File: src/rtl/fetch_pkg.sv
// Shared definitions for the fetch sequencer: state encoding and opcode constants.
// Optional stall watchdog is enabled by defining FETCH_WDOG_EN.
package fetch_pkg;

    typedef enum logic [1:0] {
        IDLE  = 2'd0,
        F1    = 2'd1,
        F2    = 2'd2,
        FLUSH = 2'd3
    } fetch_state_t;

    // Opcode high nibble marking a two-byte (opcode + immediate) instruction
    localparam logic [3:0] LONG_OPC = 4'hC;
    // Byte presented to the IR as a bubble
    localparam logic [7:0] NOP_OPC  = 8'h00;

endpackage

File: src/rtl/fetch_stall_wdog.sv
// Stall watchdog: counts consecutive stall cycles and raises a sticky error
// once the run length reaches STALL_MAX. Instantiated only when FETCH_WDOG_EN is defined.
module fetch_stall_wdog #(
    parameter int unsigned STALL_MAX = 15
) (
    input  logic clk,
    input  logic rst,
    input  logic stall,
    output logic stall_err
);

    logic [3:0] r_cnt;
    logic       r_err;
    logic [3:0] w_cnt_next;

    // Saturating run-length count of consecutive stall cycles
    always_comb begin
        w_cnt_next = '0;
        if (stall) begin
            w_cnt_next = (r_cnt == 4'hF) ? r_cnt : r_cnt + 4'd1;
        end
    end

    // Counter register and sticky error flag, cleared only by reset
    always_ff @(posedge clk or negedge rst) begin
        if (!rst) begin
            r_cnt <= '0;
            r_err <= 1'b0;
        end else begin
            r_cnt <= w_cnt_next;
            if (stall && (w_cnt_next == 4'(STALL_MAX))) begin
                r_err <= 1'b1;
            end
        end
    end

    assign stall_err = r_err;

endmodule

File: src/rtl/fetch_ctrl.sv
// Fetch sequencer: splits the instruction byte stream into one-byte and
// two-byte instructions and drives the IR next-value, second-fetch flag and
// flush request. Outputs are Mealy; the IR captures them at the next edge.
// Define FETCH_WDOG_EN to add the stall watchdog and the stall_err port.
module fetch_ctrl #(
    parameter logic [3:0]  LONG_OPC  = fetch_pkg::LONG_OPC,
    parameter logic [7:0]  NOP_OPC   = fetch_pkg::NOP_OPC
`ifdef FETCH_WDOG_EN
    ,
    parameter int unsigned STALL_MAX = 15
`endif
) (
    input  logic       clk,
    input  logic       rst,
    input  logic [7:0] mem_data,
    input  logic       mem_ready,
    input  logic       stall,
    input  logic       branch_taken,
    output logic [7:0] ir_next,
    output logic       sf1_next,
    output logic       flush_ir,
    output logic       pc_inc,
    output logic       imm_valid
`ifdef FETCH_WDOG_EN
    ,
    output logic       stall_err
`endif
);

    import fetch_pkg::*;

    fetch_state_t r_state;
    fetch_state_t w_state_next;
    logic [7:0]   r_ir_hold;
    logic         r_sf1_hold;

    // State register and hold registers that let a stalled IR reload itself
    always_ff @(posedge clk or negedge rst) begin
        if (!rst) begin
            r_state    <= IDLE;
            r_ir_hold  <= NOP_OPC;
            r_sf1_hold <= 1'b0;
        end else begin
            r_state <= w_state_next;
            if (branch_taken) begin
                r_ir_hold  <= NOP_OPC;
                r_sf1_hold <= 1'b0;
            end else if (!stall) begin
                r_ir_hold  <= ir_next;
                r_sf1_hold <= sf1_next;
            end
        end
    end

    // Next state and outputs; priority is branch, then stall, then memory ready
    always_comb begin
        w_state_next = r_state;
        ir_next      = NOP_OPC;
        sf1_next     = 1'b0;
        flush_ir     = 1'b0;
        pc_inc       = 1'b0;
        imm_valid    = 1'b0;

        unique case (r_state)
            IDLE: begin
                w_state_next = F1;
            end

            FLUSH: begin
                // One settling bubble for the redirected PC; stall has no effect here
                if (branch_taken) begin
                    flush_ir     = 1'b1;
                    w_state_next = FLUSH;
                end else begin
                    w_state_next = F1;
                end
            end

            F1, F2: begin
                if (branch_taken) begin
                    flush_ir     = 1'b1;
                    w_state_next = FLUSH;
                end else if (stall) begin
                    ir_next  = r_ir_hold;
                    sf1_next = r_sf1_hold;
                end else if (!mem_ready) begin
                    // Bubble; in F2 the immediate is still owed, so the flag stays raised
                    sf1_next = (r_state == F2);
                end else if (r_state == F2) begin
                    ir_next      = mem_data;
                    imm_valid    = 1'b1;
                    pc_inc       = 1'b1;
                    w_state_next = F1;
                end else begin
                    ir_next = mem_data;
                    pc_inc  = 1'b1;
                    if (mem_data[7:4] == LONG_OPC) begin
                        sf1_next     = 1'b1;
                        w_state_next = F2;
                    end
                end
            end

            default: begin
                w_state_next = IDLE;
            end
        endcase
    end

`ifdef FETCH_WDOG_EN
    fetch_stall_wdog #(
        .STALL_MAX (STALL_MAX)
    ) u_wdog (
        .clk       (clk),
        .rst       (rst),
        .stall     (stall),
        .stall_err (stall_err)
    );
`endif

endmodule

File: config.mk
export PLATFORM = sky130hd
export DESIGN_NAME = fetch_ctrl
export DESIGN_NICKNAME = d
export VERILOG_FILES = /design/src/rtl/fetch_pkg.sv /design/src/rtl/fetch_stall_wdog.sv /design/src/rtl/fetch_ctrl.sv
export SDC_FILE = /design/constraint.sdc
export NUM_CORES = 1
export LEC_CHECK = 0
export CORE_MARGIN = 4
export CORE_UTILIZATION = 40
export DETAILED_ROUTE_END_ITERATION = 16
export PLACE_DENSITY = 0.69
export SYNTH_ARGS = -nofsm -noshare
export SYNTH_HDL_FRONTEND = slang
export SYNTH_SLANG_ARGS = --single-unit
File: constraint.sdc
create_clock -name clk -period 3.3 [get_ports clk]
set_clock_uncertainty 0.15 [all_clocks]
set_input_delay 0.66 -clock clk [delete_from_list [all_inputs] [get_ports clk]]
set_output_delay 0.66 -clock clk [all_outputs]
set_load 0.03 [all_outputs]
==> metrics.cfg, run 1 <==
[logic_synthesis]
synth_cell_types = 24
synth-seq-cells = 11
ys.flop_type = dfrtp_1
yosysMostFrequentCell = nand2_1
synth_edf_count = 0
ys_top_cells_by_count = nand2_1, a21oi_1, dfrtp_1
synth_area_sq_um = 703
syn-num-nets = 102
postSynthAreaPerCell_sq_um = 8.18
netlist.area_leader.share = 0.391
yosysWarnings = 0
yosysTopAreaCell = dfrtp_1
netlist_instances = 86
ys_seq_area_frac = 0.391
async_flop_share = 1.00
netlist_top_cells_area = dfrtp_1, nand2_1, a21oi_1, ha_1, nor2b_1

[timing]
hold_ws_ns = 0.376
tns_ns = 0
maxSlewViolCount = 0
worstMarginPinSlew_ns = 0.510
min_period_over_period = 0.917
setup_viol = 0
hold_viol_final = 0
max_freq_mhz = 330
final.min_clock_period_ns = 3.03
slew_headroom = 0.659
rsz0062_at_grt = no

[cells_and_area]
syn2layout_area_growth_pct = 36.5
nFillCells = 163
diodes = 0
final_util = 0.609
finalNetCount = 129
design_area_sq_um = 960
drive_above_1_share = 0.188

[drt]
wirelength_um = 1690
wl_per_cell_um = 13.2
drt_iter0_drc = 11
vias = 686
drt-pass1-iter-count = 4
drc = 0
ant_nets = 0
vias_per_cell = 5.36

[global_route]
grt_max_degree = 14
grt_pass1_wl_um = 2870
grt_use_total = 0.145
grt-ovfl-total = 0
grt_pass1_vias = 643
antenna_found_initial = 0

[clock_network]
postCtsSetupBuffers = 0
clkSlewWorstSetupHoldPaths_ns = 0.08
cts_inserted_buffers = 3
h-tree-depth = 1
clock-root-buffer = clkbuf_4
clk_latency_ns = 0.26
cts-resized-gates = 0
clock-sinks = 11
cts_buffer_depth = 2
tritoncts = yes
postCtsHoldBufs = 0

[critical_path]
arrival_ns = 2.22
path_max_fanout = 7
end_kind = primary output
reg2reg_depth = 5
path_class = in2out
reg2reg_from = r_state[1]$_DFFE_PN0P_
reg2reg_setup_slack_ns = 1.30
start_kind = primary input
worstPathRequired_ns = 2.49
rr_endpoint = r_state[1]$_DFFE_PN0P_

[die]
die_area_sq_mm = 0.00249
die_h_um = 49.9
core_sq_mm = 0.00158
die_x_um = 49.9
initial_core_util = 0.446
row_count = 14
io_pins = 25

[worst_hold_path]
worstHoldStart = r_ir_hold[7]$_DFFE_PN0P_
min_path_cells = 2
hold_end = r_ir_hold[7]$_DFFE_PN0P_
hp-class = reg2reg

[power_and_ir_drop]
ir_drop_uv = 436
power_density_mw_per_mm2 = 586
p_leak_nw = 0.430
power_w = 0.000562

[place]
post-dp-hpwl_um = 1270
place.gp.congestion = 0.808
portBuffers = 24
placed_area_sq_um = 933

[outcome]
status = finished, final reports clean

[flow_run]
cap_violations = 0

[area by class of cell]
| type | count | area [sq um] | share of cell area |
|---|---|---|---|
| clock buffers | 4 | 26.3 | 0.0274 |
| inverters | 3 | 11.3 | 0.0117 |
| multi-input cells | 67 | 392 | 0.408 |
| flip-flops and latches | 11 | 275 | 0.287 |
| well taps | 16 | 20.0 | 0.0209 |
| repair buffers | 27 | 235 | 0.245 |
[sequential cells by signal (all words and copies together) (netlist names)]
register,cells
r_ir_hold,8
r_sf1_hold,1
r_state,2
[worst max path at each step]
stage	start	to	slack [ns]
detailed placement	mem_ready	ir_next[5]	0.30
floorplan	r_state[1]$_DFFE_PN0P_	sf1_next	0.71
global placement	mem_data[4]	sf1_next	0.41
finish	mem_ready	ir_next[5]	0.27
global route	mem_ready	ir_next[5]	0.17
CTS	mem_ready	ir_next[5]	0.29
[power breakdown]
part	total (W)	switching [W]	leakage, nW	internal, W
registers	0.000178	0.0000192	0.146	0.000159
logic	0.000290	0.000168	0.269	0.000123
clock network	0.0000935	0.0000468	0.0150	0.0000467
total	0.000562	0.000234	0.430	0.000329
[routing by layer]
metal / global-route usage / up-vias / routed length (um)
li1: - / 348 / -
met3: 0.0452 / 2 / 124
met5: 0 / - / 0
met1: 0.199 / 312 / 819
met2: 0.218 / 24 / 737
met4: 0.0415 / 0 / 9
[logic make-up after synthesis]
family | share of synthesized area
AO/OA/AOI/OAI | 0.174
AND/OR/NAND/NOR | 0.315
buffers and inverters | 0.0516
multiplexers | 0.0142
flip-flops | 0.391
adder cells (fa/ha/maj) | 0.0534
[through the flow]
stage / worst slack [ns] / std cells
final: 0.274 / 128
after global routing: 0.168 / 128
after detailed placement: 0.302 / 124
after floorplan: 0.705 / 86
after global placement: 0.409 / 124
after CTS: 0.293 / 128
[cells in the final DEF (no fill, tap or decap)]
master and count:
a211oi_1 1, a21oi_1 15, and2_1 2, and3b_1 1
and4bb_2 1, buf_4 14, clkbuf_1 1, clkbuf_4 3
clkdlybuf4s50_1 13, dfrtp_1 11, ha_1 3, inv_1 3
mux2i_1 1, nand2_1 22, nand2b_1 1, nand4b_1 1
nor2_1 2, nor2b_1 5, nor3_1 3, nor4_1 2
o2111a_1 1, o21a_1 1, o22ai_2 1, o311ai_0 1
or2_2 1, or3b_1 1, or3b_2 1
[worst max-delay path: stages]
cell and delay (ns):
clkdlybuf4s50_1 0.54, nor2b_1 0.37, buf_4 0.22, nand2_1 0.06, a21oi_1 0.17, buf_4 0.19
(Power assumes the default switching activity.)
==> run 2: changes to the inputs <==
Settings changed: ABC_AREA set to 1, CELL_PAD_IN_SITES_DETAIL_PLACEMENT set to 1, CELL_PAD_IN_SITES_GLOBAL_PLACEMENT set to 1, CORE_ASPECT_RATIO set to 1.4, CORE_UTILIZATION 40 to 33, PLACE_DENSITY 0.69 to 0.78, SLEW_MARGIN set to 5.
==> run 2 against run 1 <==
- hold slack lost 0.046 ns
- area after synthesis grew 0.53%
- via count shrank 0.87%
- die area grew 19%
- flip-flop and latch count is the same
- sequential power is essentially flat
- synthesized cell count grew 3.5%
- critical path type unchanged
- power grew 5.6%
- largest cell class unchanged
- worst setup slack lost 0.016 ns
==> metrics.cfg, run 2 <==
[critical_path]
reg2reg_depth = 7  ; +2
arrival_ns = 2.23  ; about the same
setup.worst_path.start = branch_taken
worstPathRequired_ns = 2.49  ; about the same
end_kind = primary output
reg2reg_from = r_state[1]$_DFFE_PN0P_
path_max_fanout = 5  ; -2
rr_endpoint = r_ir_hold[3]$_DFFE_PN0P_
path_class = in2out
crit_end = pc_inc
start_kind = primary input
reg2reg_setup_slack_ns = 1.51  ; +0.21 ns

[cells_and_area]
syn2layout_area_growth_pct = 42.3
nFillCells = 252  ; +55%
layout_common_cells = nand2_1, inv_1, clkdlybuf4s50_1, dfrtp_1, o21ai_0
mostFrequentLayoutCell = nand2_1
finalNetCount = 135  ; +4.7%
top_register = r_ir_hold
drive_above_1_share = 0.212  ; +0.0244
design_area_sq_mm = 0.00101  ; +4.8%
largest_register_ffs = 8  ; unchanged
diodes = 0  ; unchanged
finalNonFillerCells = 139  ; +8.6%
reg_top3 = r_ir_hold x8, r_state x2, r_sf1_hold x1

[die]
initial_core_util = 0.354  ; -0.0920
row_count = 19  ; +5
core_sq_mm = 0.00200  ; +27%
die_area_sq_mm = 0.00296  ; +19%
io_pins = 25  ; unchanged
die_x_um = 47.1  ; -5.6%
die_h_um = 62.8  ; +26%

[power_and_ir_drop]
clock_power_share = 0.163  ; -0.003
power_density_mw_per_mm2 = 590  ; +0.74%
switching_share = 0.474  ; +0.0582
p_leak_nw = 0.588  ; +37%
p_switching_w = 0.000281  ; +20%
p_int_w = 0.000312  ; -4.9%
comb_power_share = 0.536  ; +0.019
seq_power_share = 0.301  ; -0.016
ir_drop_uv = 573  ; +31%

[logic_synthesis]
synth_edf_count = 0  ; unchanged
synth_area_sq_um = 707  ; +0.53%
netlist_top_cells_area = dfrtp_1, nand2_1, o22ai_2, inv_1, o21ai_0
yosysWarnings = 0  ; unchanged
synthSimpleGateAreaFrac = 0.232  ; -0.0831
ys_seq_area_frac = 0.389  ; -0.00208
yosysMostFrequentCell = nand2_1
netlist_instances = 89  ; +3.5%
async_flop_share = 1.00  ; unchanged
muxShareOfSynthArea = 0  ; -0.0142
netlist.area_leader.share = 0.389  ; -0.00208
synth_compound_area_frac = 0.219  ; +0.0451
synth_top_family_by_area = simple AND/OR/NAND/NOR gates
synth_adder_area_share = 0.0531  ; -0.000283
syn-num-nets = 105  ; +2.9%
ys.flop_type = dfrtp_1
synth_cell_types = 15  ; -38%
synth-xor-area-share = 0  ; unchanged
ys_top_cells_by_count = nand2_1, inv_1, dfrtp_1
yosysTopAreaCell = dfrtp_1
synth-seq-cells = 11  ; unchanged
postSynthAreaPerCell_sq_um = 7.94  ; -2.9%

[drt]
vias = 680  ; -0.87%
drc = 0  ; unchanged
wl_per_cell_um = 13.8  ; +4.2%
ant_nets = 0  ; unchanged
drt-pass1-iter-count = 4  ; unchanged
wirelength_um = 1910  ; +13%
vias_per_cell = 4.89  ; -8.7%
drt_iter0_drc = 1  ; -10

[timing]
final.min_clock_period_ns = 3.04  ; +0.0162 ns
setup_viol = 0  ; unchanged
rsz0062_at_grt = no
maxSlewViolCount = 0  ; unchanged
hold_viol_final = 0  ; unchanged
slew_headroom = 0.627  ; -0.0316
hold_ws_ns = 0.329  ; -0.0464 ns
min_period_over_period = 0.922  ; +0.00491
max_freq_mhz = 329  ; -0.53%
worstMarginPinSlew_ns = 0.558  ; +0.0473 ns

[global_route]
grt_pass1_wl_um = 3280  ; +14%
grt_use_total = 0.154  ; +0.00872
grt-ovfl-total = 0  ; unchanged
grt_max_degree = 12  ; -2
grt_pass1_vias = 745  ; +16%
antenna_found_initial = 0  ; unchanged

[place]
placed_area_sq_um = 967  ; +3.6%
portBuffers = 24  ; unchanged
post-dp-hpwl_um = 1490  ; +18%
place.gp.congestion = 0.750  ; -7.2%
place_inst = 135  ; +8.9%

[clock_network]
clkSlewWorstSetupHoldPaths_ns = 0.07  ; about the same
cts_buffer_depth = 2  ; unchanged
tritoncts = yes
clk_latency_ns = 0.28  ; +0.02 ns
cts_inserted_buffers = 3  ; unchanged
clock-root-buffer = clkbuf_4
h-tree-depth = 1  ; unchanged
clock-sinks = 11  ; unchanged
postCtsSetupBuffers = 0  ; unchanged

[worst_hold_path]
hp-class = reg2reg

[flow_run]
cap_violations = 0  ; unchanged

[outcome]
status = finished, final reports clean

[run 2: layout make-up]
class	count	area [sq um]	area share
Clock buffer	4	26.3	0.0261
Inverter	17	63.8	0.0634
Multi-Input combinational cell	60	362	0.359
Sequential cell	11	275	0.274
Tap cell	21	26.3	0.0261
Timing Repair Buffer	26	253	0.251
[run 2: cells by family (layout without fill, tap and decap cells)]
logic type               count (synthesis)  in the layout
AO/OA/AOI/OAI                           19             19
flip-flops                              11             11
adder cells (fa/ha/maj)                  3              3
AND/OR/NAND/NOR                         38             38
buffers and inverters                   18             47
[run 2: per-stage QoR]
stage	util	worst slack, ns	total power, W	setup TNS [ns]
after detailed placement	0.484	-0.0121	0.000508	-0.0155
after CTS	0.496	0.00736	0.000607	0
final	0.504	0.258	0.000594	0
after global placement	0.484	0.0367	0.000495	0
after global routing	0.504	0.184	0.000651	0
after floorplan	-	0.792	0.000399	0
[run 2: what timing repair did]
item,4_1_cts,5_1_grt
cloned,0,0
endpoints found under the setup margin,2,4
hold buffers,0,0
resized for setup,2,5
pin swaps,0,0
endpoints found under the hold margin,0,0
[run 2: worst min path at each step]
| stage | start | endpoint | slack, ns | cells past startpoint |
|---|---|---|---|---|
| 4_1_cts | r_sf1_hold$_DFFE_PN0P_ | r_sf1_hold$_DFFE_PN0P_ | 0.33 | 2 |
| 6_report | r_sf1_hold$_DFFE_PN0P_ | r_sf1_hold$_DFFE_PN0P_ | 0.33 | 2 |
| 3_5_place_dp | r_sf1_hold$_DFFE_PN0P_ | r_sf1_hold$_DFFE_PN0P_ | 0.32 | 2 |
| 2_1_floorplan | rst | r_ir_hold[0]$_DFFE_PN0P_ | 0.21 | 0 |
| 3_3_place_gp | r_sf1_hold$_DFFE_PN0P_ | r_sf1_hold$_DFFE_PN0P_ | 0.31 | 2 |
| 5_1_grt | r_ir_hold[7]$_DFFE_PN0P_ | r_ir_hold[7]$_DFFE_PN0P_ | 0.36 | 2 |
[run 2: critical path: stages]
cell and delay, ns:
clkdlybuf4s50_1 0.52, nor2_2 0.16, nand2_2 0.08, nor2_4 0.11, clkdlybuf4s50_1 0.70
[run 2: power by group through the flow]
stage	clock network, W	logic, W	registers (W)
floorplan	0	0.000223	0.000176
global placement	0	0.000315	0.000181
detailed placement	0	0.000326	0.000182
CTS	0.000101	0.000326	0.000180
global route	0.000111	0.000356	0.000184
finish	0.0000968	0.000318	0.000179
[run 2: routing by layer]
metal  wire length (um)  share of wire  track usage
met5                  0              0            0
met4                 51          0.027       0.0830
met3                123          0.064       0.0288
met2                989           0.52        0.252
met1                747           0.39        0.178
==> run 3: changes to the inputs <==
Settings changed: ABC_AREA 1 to 0.
==> run 3 against run 2 <==
- clock power increased by 2.2%
- cell count shrank 2.9%
- routed wire length increased by 9.6%
- combinational power down 2%
- largest cell class unchanged
- final area decreased by 2.5%
==> metrics.cfg, run 3 (synthesis results as in run 1) <==
[drt]
drt_iter0_drc = 4  ; +3
vias = 720  ; +5.9%
drt-pass1-iter-count = 3  ; -1
wl_per_cell_um = 15.5  ; +13%
ant_nets = 0  ; unchanged
drc = 0  ; unchanged
vias_per_cell = 5.33  ; +9.0%
wirelength_um = 2100  ; +9.6%

[timing]
rsz0062_at_grt = no
min_period_over_period = 0.879  ; -0.0425
maxSlewViolCount = 0  ; unchanged
max_freq_mhz = 345  ; +4.8%
hold_viol_final = 0  ; unchanged
worstMarginPinSlew_ns = 0.535  ; -0.0226 ns
setup_viol = 0  ; unchanged
slew_headroom = 0.642  ; +0.0151
tns_ns = 0  ; unchanged
final.min_clock_period_ns = 2.90  ; -0.140 ns

[clock_network]
clk_latency_ns = 0.28  ; about the same
postCtsHoldBufs = 0  ; unchanged
clkSlewWorstSetupHoldPaths_ns = 0.08  ; about the same
tritoncts = yes
cts_buffer_depth = 2  ; unchanged
h-tree-depth = 1  ; unchanged
clock-sinks = 11  ; unchanged
cts_inserted_buffers = 3  ; unchanged
clock-root-buffer = clkbuf_4
cts-resized-gates = 0  ; -2
postCtsSetupBuffers = 0  ; unchanged

[global_route]
grt_use_total = 0.170  ; +0.0158
grt_max_degree = 14  ; +2
grt-ovfl-total = 0  ; unchanged
antenna_found_initial = 0  ; unchanged
grt_pass1_wl_um = 3570  ; +8.6%
grt_pass1_vias = 758  ; +1.7%

[critical_path]
crit_top_cell = buf_4
end_kind = primary output
worst-path-buf-inv = 3  ; +1
path_max_fanout = 8  ; +3
slowest_delay_ns = 0.49  ; -0.21 ns
path_cells = inv_1 > ha_1 > nand2b_1 > buf_4 > a21oi_1 > buf_4
crit_path_top_delay_cell = dfrtp_1
arrival_ns = 2.09  ; -0.14 ns
start_kind = flip-flop
path_class = reg2out
path_delay_family = buffers and inverters
worstPathRequired_ns = 2.49  ; about the same

[place]
placed_area_sq_um = 955  ; -1.3%
post-dp-hpwl_um = 1580  ; +6.2%
portBuffers = 24  ; unchanged
place.gp.congestion = 0.752  ; +0.31%

[outcome]
status = finished, final reports clean

[die]
io_pins = 25  ; unchanged
die_area_sq_mm = 0.00294  ; -0.44%
die_h_um = 62.6  ; -0.23%
row_count = 19  ; unchanged
initial_core_util = 0.352  ; -0.00188
core_sq_mm = 0.00200  ; unchanged
die_x_um = 47.0  ; -0.21%

[cells_and_area]
layout_common_cells = nand2_1, buf_4, a21oi_1, clkdlybuf4s50_1, dfrtp_1
syn2layout_area_growth_pct = 39.5
finalNetCount = 131  ; -3.0%
drive_above_1_share = 0.202  ; -0.0101
diodes = 0  ; unchanged
top_register = r_ir_hold
design_area_sq_um = 981  ; -2.5%
reg_top3 = r_ir_hold x8, r_state x2, r_sf1_hold x1
mostFrequentLayoutCell = nand2_1
largest_register_ffs = 8  ; unchanged

[worst_hold_path]
hp-class = reg2reg

[power_and_ir_drop]
power_density_mw_per_mm2 = 604  ; +2.4%
p_leak_nw = 0.440  ; -25%
power_w = 0.000593  ; -0.18%
ir_drop_uv = 449  ; -22%

[flow_run]
cap_violations = 0  ; unchanged

## run 3: changes by cell type in the layout (fill, tap and decap cells not counted), sizes merged, moves of 5 or more
| cell | previous run | this run |
|---|---|---|
| inv | 17 | 3 |
| nor2 | 9 | 2 |
| buf | 6 | 16 |
| o21ai | 10 | 0 |
| o22ai | 7 | 1 |
| a21oi | 2 | 15 |
| nor2b | 0 | 5 |
## run 3: final timing paths
kind / start / to / slack [ns] / depth (start not counted)
max in group asynchronous: rst / r_ir_hold[4]$_DFFE_PN0P_ / 2.07 / 1
worst max-delay path: r_state[1]$_DFFE_PN0P_ / ir_next[4] / 0.40 / 6
worst min register to register: r_ir_hold[7]$_DFFE_PN0P_ / r_ir_hold[7]$_DFFE_PN0P_ / 0.39 / 2
min in group asynchronous: rst / r_ir_hold[7]$_DFFE_PN0P_ / 0.57 / 1
worst min-delay path: r_ir_hold[7]$_DFFE_PN0P_ / r_ir_hold[7]$_DFFE_PN0P_ / 0.39 / 2
worst max register to register: r_state[1]$_DFFE_PN0P_ / r_state[1]$_DFFE_PN0P_ / 1.12 / 6
## run 3: per-stage QoR
step                      instances  setup WS [ns]  hold WS (ns)   util
after CTS                       135          0.381         0.386  0.491
final                           135          0.398         0.388  0.491
after detailed placement        131          0.458         0.375  0.478
after floorplan                  86          0.705         0.214      -
after global placement          131          0.488         0.360  0.478
after global routing            135          0.219         0.427  0.491
## run 3: cell type report
type                            instances  area, sq um
Clock buffer                            4         26.3
Sequential cell                        11          275
Fill cell                             261         1020
Inverter                                3         11.3
Multi-Input combinational cell         67          392
Tap cell                               21         26.3
Timing Repair Buffer                   29          250
## run 3: power breakdown
group / total (W) / switching, W / internal [W]
sequential: 0.000181 / 0.0000221 / 0.000159
combinational: 0.000313 / 0.000180 / 0.000132
clock: 0.0000989 / 0.0000519 / 0.0000470
total: 0.000593 / 0.000254 / 0.000338
## run 3: worst register-to-register path, delay by kind of cell (launching register included)
family                   cells  cell delay [ns]
AND/OR/NAND/NOR              2             0.35
adder cells (fa/ha/maj)      1             0.42
flip-flops                   1             0.49
buffers and inverters        2             0.33
AO/OA/AOI/OAI                1             0.32
## run 3: metal layers
| metal | wire length (um) | share of wire | GRT usage | up-vias |
|---|---|---|---|---|
| met3 | 106 | 0.051 | 0.0259 | 4 |
| met1 | 828 | 0.40 | 0.207 | 344 |
| met2 | 1100 | 0.52 | 0.265 | 18 |
| li1 | - | - | - | 354 |
| met4 | 61 | 0.029 | 0.104 | 0 |
| met5 | 0 | 0 | 0 | - |
